### src/rtl/sipo_stream.sv
// sipo_stream: serial-in/parallel-out shift buffer for beats of LANES {X,Y}
// records. DEPTH stages are presented in parallel, with ready/valid flow
// control on both sides, a fill counter, and a frame or sliding-window mode.
//
// Handshake: a beat transfers on a rising CLK edge where I_valid && I_ready;
// an output transfers where O_valid && O_ready. Valid is never withdrawn by
// the producer side of this block until the matching handshake occurs.
module sipo_stream #(
    parameter int LANES = 2,
    parameter int XW    = 1,
    parameter int YW    = 5,
    parameter int DEPTH = 5,
    parameter int MODE  = 0,
    parameter int CW    = 3
) (
    input  logic                      CLK,
    input  logic                      ASYNCRESETN,
    input  logic                      FLUSH,
    input  logic                      I_valid,
    output logic                      I_ready,
    input  logic [LANES*XW-1:0]       I_X,
    input  logic [LANES*YW-1:0]       I_Y,
    output logic                      O_valid,
    input  logic                      O_ready,
    output logic [DEPTH*LANES*XW-1:0] O_X,
    output logic [DEPTH*LANES*YW-1:0] O_Y,
    output logic [CW-1:0]             COUNT
);

    localparam int SXW = LANES * XW;
    localparam int SYW = LANES * YW;
    localparam int TXW = DEPTH * SXW;
    localparam int TYW = DEPTH * SYW;
    localparam logic [CW-1:0] FULL = CW'(DEPTH);

    logic [TXW-1:0] x_q, x_d;
    logic [TYW-1:0] y_q, y_d;
    logic [CW-1:0]  count_q, count_d;
    logic           fresh_q, fresh_d;

    logic           acc;
    logic           ohs;
    logic [CW-1:0]  count_inc;

    // A full, unconsumed buffer refuses input unless it is drained this edge.
    assign I_ready   = !fresh_q || O_ready;
    // FLUSH overrides an accept: nothing is shifted or counted.
    assign acc       = I_valid && I_ready && !FLUSH;
    assign ohs       = fresh_q && O_ready;
    assign count_inc = count_q + CW'(1);

    assign O_valid = fresh_q;
    assign O_X     = x_q;
    assign O_Y     = y_q;
    assign COUNT   = count_q;

    // Next-state: stage shift on accept, fill counter and fresh flag per mode.
    always_comb begin
        x_d     = x_q;
        y_d     = y_q;
        count_d = count_q;
        fresh_d = fresh_q;
        if (acc) begin
            // Stage 0 sits at the LSBs; the oldest stage falls off the top.
            x_d = {x_q[TXW-SXW-1:0], I_X};
            y_d = {y_q[TYW-SYW-1:0], I_Y};
        end
        if (FLUSH) begin
            count_d = '0;
            fresh_d = 1'b0;
        end else if (MODE == 0) begin
            if (acc && ohs) begin
                // Old frame leaves on this edge; the new beat starts a frame.
                count_d = CW'(1);
                fresh_d = 1'b0;
            end else if (acc) begin
                count_d = count_inc;
                fresh_d = (count_inc == FULL);
            end else if (ohs) begin
                count_d = '0;
                fresh_d = 1'b0;
            end
        end else begin
            if (acc) begin
                count_d = (count_q == FULL) ? count_q : count_inc;
                fresh_d = ((count_q == FULL) || (count_inc == FULL));
            end else if (ohs) begin
                fresh_d = 1'b0;
            end
        end
    end

    // State registers with asynchronous clear.
    always_ff @(posedge CLK or negedge ASYNCRESETN) begin
        if (!ASYNCRESETN) begin
            x_q     <= '0;
            y_q     <= '0;
            count_q <= '0;
            fresh_q <= 1'b0;
        end else begin
            x_q     <= x_d;
            y_q     <= y_d;
            count_q <= count_d;
            fresh_q <= fresh_d;
        end
    end

endmodule

### config.mk
export PLATFORM = sky130hd
export DESIGN_NAME = sipo_stream
export DESIGN_NICKNAME = d
export VERILOG_FILES = /design/src/rtl/sipo_stream.sv
export SDC_FILE = /design/constraint.sdc
export NUM_CORES = 1
export LEC_CHECK = 0
export ABC_AREA = 1
export CAP_MARGIN = 10
export CORE_ASPECT_RATIO = 0.8
export CORE_MARGIN = 3
export CORE_UTILIZATION = 45
export CTS_CLUSTER_DIAMETER = 150
export CTS_CLUSTER_SIZE = 24
export DETAILED_ROUTE_END_ITERATION = 6
export HOLD_SLACK_MARGIN = 0.02
export PLACE_DENSITY = 0.75
export SLEW_MARGIN = 20
export SYNTH_ARGS = -nofsm -noshare
export SYNTH_HDL_FRONTEND = slang
export SYNTH_SLANG_ARGS = --single-unit
### constraint.sdc
create_clock -name CLK -period 1.44 [get_ports CLK]
set_clock_uncertainty 0.15 [all_clocks]
set_input_delay 0.288 -clock CLK [delete_from_list [all_inputs] [get_ports CLK]]
set_output_delay 0.288 -clock CLK [all_outputs]
set_load 0.01 [all_outputs]
==> out/qor.csv, run 1 <==
stage;metric;value;unit
cells_and_area;final net count;420;
status;status;completed;
flow_run;max-cap check violation count;0;
yosys;Synth Area per Inst;9.025;um^2
clock_network;Clock Path Buffers;2;
timing;setup TNS;0;ns
timing;Fmax;0.6994;GHz
cells_and_area;post-route insts no fill;468;
setup_path;CP cell instances;buf_6 > buf_6;
min_path;Min-Delay Path Class;in -> async;
placed_design;detailed placement HPWL;4157;um
timing;Worst Tran Pin Value;0.3784;ns
floorplanning;Initial Util;48.26;%
setup_path;CP startpoint kind;flop;
timing;unrepaired setup endpoints after global routing;yes;
power_and_ir_drop;PwrDens;1286;nW/um^2
timing;Max-slew headroom;74.77;%
global_routing;pin count of the biggest net entering global routing;42;
clock_network;TritonCTS Buffers;9;
yosys;Synth cell types;14;
cells_and_area;ant diodes;0;
global_routing;global-route wire length before repair;10210;um
clock_network;CTS tree;done;
drt;routed via count;2218;
timing;Final setup viols;0;
global_routing;vias in the first global route;2191;
power_and_ir_drop;P_leak;2.063;nW
cells_and_area;Layout area overhead;53.70;%
power_and_ir_drop;Overall Power;4.942;mW
cells_and_area;most common cell after layout, fill and taps aside;nand2_1;
placed_design;Inst Count DP;430;
yosys;Mapped Cells;277;
setup_path;peak fanout along the critical path;3;
clock_network;CTS clk-pin slew, worst paths;0.07;ns
drt;Pre-antenna DRT Iters;4;
yosys;Synth Warn #;0;
setup_path;CP max-delay cell;dfrtp_1;
cells_and_area;ratio of cells with drive above 1 in the final layout;25.37;%
global_routing;gr ovfl total;0;
setup_path;Crit path top cell by count;buf_6;
clock_network;Root Driver;clkbuf_8;
yosys;FF+latch count, synth;64;
setup_path;Max stage delay on crit path;0.42;ns
clock_network;Clock Latency Late Sink;0.33;ns
yosys;Yosys top cell area share;64.06;%
drt;WL/cell;13.70;um
setup_path;Arr. time, crit path;0.99;ns
floorplanning;die height;72.67;um
clock_network;Num Clock Sinks;64;
yosys;Cell Area, Synth;2500;um^2
timing;min Tclk post-route;1.430;ns
timing;Slew Limit Fails;0;
floorplanning;IO Pins;82;
timing;period utilisation layout;99.29;%
setup_path;Required @ worst endpoint;1.00;ns
clock_network;H-tree levels;3;
placed_design;Port Buffers;81;
global_routing;initial antenna violation count;0;
setup_path;WS Path Type;reg -> out;
yosys;Synth area leader;dfrtp_1;
floorplanning;Core ar.;5180;um^2
drt;vias per cell;4.739;
yosys;register area share after synthesis;64.06;%
drt;DRC;0;
global_routing;Tot GR Track Use;21.02;%
power_and_ir_drop;VDD IR max;0.7812;mV
setup_path;crit end category;output pin;
drt;Initial DRC Count;126;
floorplanning;Cell Rows;23;
placed_design;GPL Wtd Cong;0.8493;
drt;Routed WL;6411;um
yosys;syn_nets;296;
timing;final hold vios;0;
yosys;ranking of synthesized cells by area;dfrtp_1 (64%), nand2_1 (22%), o21ai_1 (3.4%);
floorplanning;die area;6491;um^2
drt;post-route ant nets;0;
floorplanning;chip width;89.33;um
cells_and_area;commonest non-fill, non-tap cells in the layout;nand2_1 (141), dfrtp_1 (64), buf_4 (31), clkdlybuf4s15_1 (30), clkbuf_2 (26);
-- through the flow --
stage	hold slack [ns]	setup slack (ns)	utilization [%]	cell area, um^2
6_report	0.2555	0.01016	74.18	3842
5_1_grt	0.2981	-0.05123	74.18	3842
4_1_cts	0.2468	-0.005811	74.71	3870
3_5_place_dp	0.07584	-0.4798	68.55	3551
3_3_place_gp	0.07246	-0.4610	68.55	3551
2_1_floorplan	-0.1576	0.1175	-	2500
-- cell usage after synthesis, drive strengths merged --
cell type and number:
nand2 146, dfrtp 64, o21ai 23, inv 20, buf 12, nand3 5, a21oi 3, ha 2
nor2 2
-- flip-flops by register name (all words and copies together) (netlist names) --
signal and flops:
O_Y 50, O_X 10, COUNT 3, O_valid 1
-- where the power goes --
group	switching (mW)	internal [mW]	leakage (nW)	total (mW)
clock	0.643	0.758	0.0992	1.40
combinational	0.630	0.633	1.13	1.26
sequential	0.186	2.09	0.830	2.28
total	1.46	3.48	2.06	4.94
-- worst max-delay path: cells and delay by family (launching register included) --
kind	cells	cell delay (ns)
buffers and inverters	2	0.25
DFF	1	0.42
-- metal layers --
| metal | global-route usage [%] | vias to the layer above | share of wire [%] |
|---|---|---|---|
| li1 | - | 1100 | - |
| met1 | 27.66 | 1028 | 45 |
| met2 | 31.15 | 77 | 46 |
| met3 | 9.029 | 13 | 7.2 |
| met4 | 7.438 | 0 | 1.8 |
| met5 | 0 | - | 0 |
-- kinds of logic after synthesis --
group / count (synthesis) / synth area share (%)
fa+ha+maj: 2 / 1.001
buf+inv: 32 / 5.906
compound gates: 26 / 5.205
simple gates: 153 / 23.82
flops: 64 / 64.06
-- area by class of cell --
| type | instances | area (um^2) |
|---|---|---|
| sequential | 64 | 1602 |
| fill | 401 | 1338 |
| timing repair buffer | 125 | 1134 |
| multi-input combinational | 181 | 763.2 |
| clock buffer | 13 | 168.9 |
| inverter | 20 | 82.58 |
| tap | 62 | 77.57 |
| clock inverter | 3 | 15.01 |
-- worst paths after layout --
kind / start / end / slack (ns) / cells past startpoint
min: ASYNCRESETN / O_Y[46] / 0.26 / 2
min reg2reg: O_Y[48] / O_Y[48] / 0.33 / 2
max: O_valid / O_valid / 0.01 / 2
min in group CLK: O_ready / COUNT[1] / 0.33 / 4
max in group asynchronous: ASYNCRESETN / O_Y[15] / 0.41 / 3
max reg2reg: O_valid / O_Y[30] / 0.03 / 7
-- what timing repair did --
item,in CTS,in global routing
setup endpoints to repair,118,83
setup buffers,16,1
gates cloned,0,4
gates resized for setup,142,44
hold buffers,1,0
hold endpoints to repair,12,0
(Power assumes the default switching activity.)
==> inputs of run 2 (changes only) <==
Settings changed: CORE_MARGIN 3 to 5.
==> out/qor.csv, run 2 (synthesis gave the netlist of run 1 again) <==
stage;metric;value;unit;change
cells_and_area;final net count;415;;-1.2%
setup_path;peak fanout along the critical path;9;;+6
cells_and_area;final instance area;3719;um^2;-3.2%
clock_network;H-tree levels;3;;unchanged
cells_and_area;ratio of cells with drive above 1 in the final layout;27.07;%;+1.7 points
status;status;completed;;
placed_design;detailed placement HPWL;4000;um;-3.8%
drt;Routed WL;6463;um;+0.81%
timing;final hold vios;0;;unchanged
clock_network;Clock Latency Late Sink;0.33;ns;about the same
cells_and_area;# fillers;473;;+18%
cells_and_area;final core utilization;68.42;%;-5.8 points
floorplanning;die area;7155;um^2;+10%
drt;vias per cell;4.616;;-2.6%
drt;Pre-antenna DRT Iters;4;;unchanged
cells_and_area;max FFs per register;50;;unchanged
clock_network;TritonCTS Buffers;9;;unchanged
cells_and_area;ant diodes;0;;unchanged
timing;unrepaired setup endpoints after global routing;yes;;
placed_design;GPL Wtd Cong;0.7790;;-8.3%
timing;period utilisation layout;97.92;%;-1.4 points
floorplanning;Core ar.;5435;um^2;+4.9%
global_routing;gr ovfl total;0;;unchanged
floorplanning;IO Pins;82;;unchanged
global_routing;Tot GR Track Use;18.61;%;-2.4 points
timing;Fmax;0.7092;GHz;+1.4%
global_routing;global-route wire length before repair;10410;um;+2.0%
placed_design;Port Buffers;81;;unchanged
setup_path;Arr. time, crit path;1.51;ns;+0.52 ns
drt;WL/cell;13.55;um;-1.1%
placed_design;dpl ws;-0.4083;ns;+0.07151 ns
power_and_ir_drop;P_leak;2.017;nW;-2.3%
floorplanning;chip width;93.33;um;+4.5%
setup_path;WS Path Type;reg -> reg;;
timing;Max-slew headroom;77.88;%;+3.1 points
floorplanning;Initial Util;45.99;%;-2.3 points
timing;Worst Tran Pin Value;0.3317;ns;-0.04669 ns
setup_path;crit end category;flop;;
clock_network;Clock Path Buffers;2;;unchanged
min_path;WHS Path Cells;4;;
clock_network;CTS clk-pin slew, worst paths;0.06;ns;about the same
cells_and_area;most common cell after layout, fill and taps aside;nand2_1;;
clock_network;Root Driver;clkbuf_8;;
placed_design;Post-DP Area;3488;um^2;-1.8%
global_routing;vias in the first global route;2172;;-0.87%
floorplanning;die height;76.67;um;+5.5%
power_and_ir_drop;PwrDens;1280;nW/um^2;-0.45%
min_path;Min-Delay Path Class;in -> reg;;
global_routing;initial antenna violation count;0;;unchanged
timing;Slew Limit Fails;0;;unchanged
floorplanning;Cell Rows;24;;+4.3%
setup_path;Register-to-Register Path Depth;7;;unchanged
drt;Initial DRC Count;109;;-13%
setup_path;Required @ worst endpoint;1.54;ns;+0.54 ns
global_routing;pin count of the biggest net entering global routing;65;;+55%
setup_path;CP startpoint kind;flop;;
drt;routed via count;2202;;-0.72%
drt;DRC;0;;unchanged
clock_network;CTS tree;done;;
power_and_ir_drop;Overall Power;4.761;mW;-3.7%
timing;min Tclk post-route;1.410;ns;-0.01982 ns
flow_run;max-cap check violation count;0;;unchanged
cells_and_area;Layout area overhead;48.75;%;
clock_network;Num Clock Sinks;64;;unchanged
timing;Final setup viols;0;;unchanged
cells_and_area;commonest non-fill, non-tap cells in the layout;nand2_1 (141), dfrtp_1 (63), clkbuf_2 (34), buf_4 (28), clkdlybuf4s15_1 (21);;
timing;fin worst setup slack;0.02998;ns;+0.01982 ns
drt;post-route ant nets;0;;unchanged
power_and_ir_drop;VDD IR max;0.8435;mV;+8.0%
[run 2: final timing paths]
check | startpoint | to | slack, ns
worst max-delay path | O_valid | O_Y[31] | 0.03
worst min-delay path | O_ready | O_valid | 0.13
worst max register to register | O_valid | O_Y[31] | 0.03
worst min register to register | O_Y[45] | O_Y[45] | 0.33
max in group asynchronous | ASYNCRESETN | O_valid | 0.51
min in group asynchronous | ASYNCRESETN | O_Y[2] | 0.34
[run 2: area by class of cell]
cell class                 instances  area (um^2)  area share (%)
sequential                        64         1603           43.10
timing repair buffer             120         1003           26.99
multi-input combinational        181        767.0           20.63
clock buffer                      10        137.6           3.701
tap                               78        97.59           2.624
inverter                          20        87.58           2.355
clock inverter                     4        22.52          0.6057
[run 2: repair_timing]
item / in CTS / in global routing
gates cloned: 1 / 2
hold endpoints to repair: 64 / 0
gates resized for setup: 146 / 58
hold buffers: 1 / 0
setup endpoints to repair: 105 / 85
setup buffers: 15 / 4
pin swaps: 0 / 0
[run 2: metrics by stage]
| stage | instances | hold slack (ns) | TNS, ns |
|---|---|---|---|
| after floorplan | 277 | -0.1576 | 0 |
| after global placement | 440 | 0.1770 | -20.09 |
| after detailed placement | 440 | 0.1744 | -21.73 |
| after CTS | 471 | 0.3223 | -0.0002899 |
| after global routing | 477 | 0.1408 | -0.1617 |
| final | 477 | 0.1320 | 0 |
[run 2: worst max-delay path, cell delays in order (launching register included)]
cell	delay [ns]
dfrtp_2	0.43
nand2_2	0.08
buf_6	0.10
nand3_4	0.13
clkinv_8	0.13
clkbuf_16	0.16
nand2_1	0.05
o21ai_1	0.09
[run 2: where the power goes]
group | switching [mW] | leakage [nW] | internal, mW
combinational | 0.614 | 1.11 | 0.579
sequential | 0.197 | 0.828 | 2.09
clock | 0.637 | 0.0838 | 0.642
total | 1.45 | 2.02 | 3.31
[run 2: routing by layer]
layer	part of all wire [%]	GRT usage, %
met3	8.3	9.100
met2	49	28.62
met1	42	23.51
met4	0.70	4.685
met5	0	0
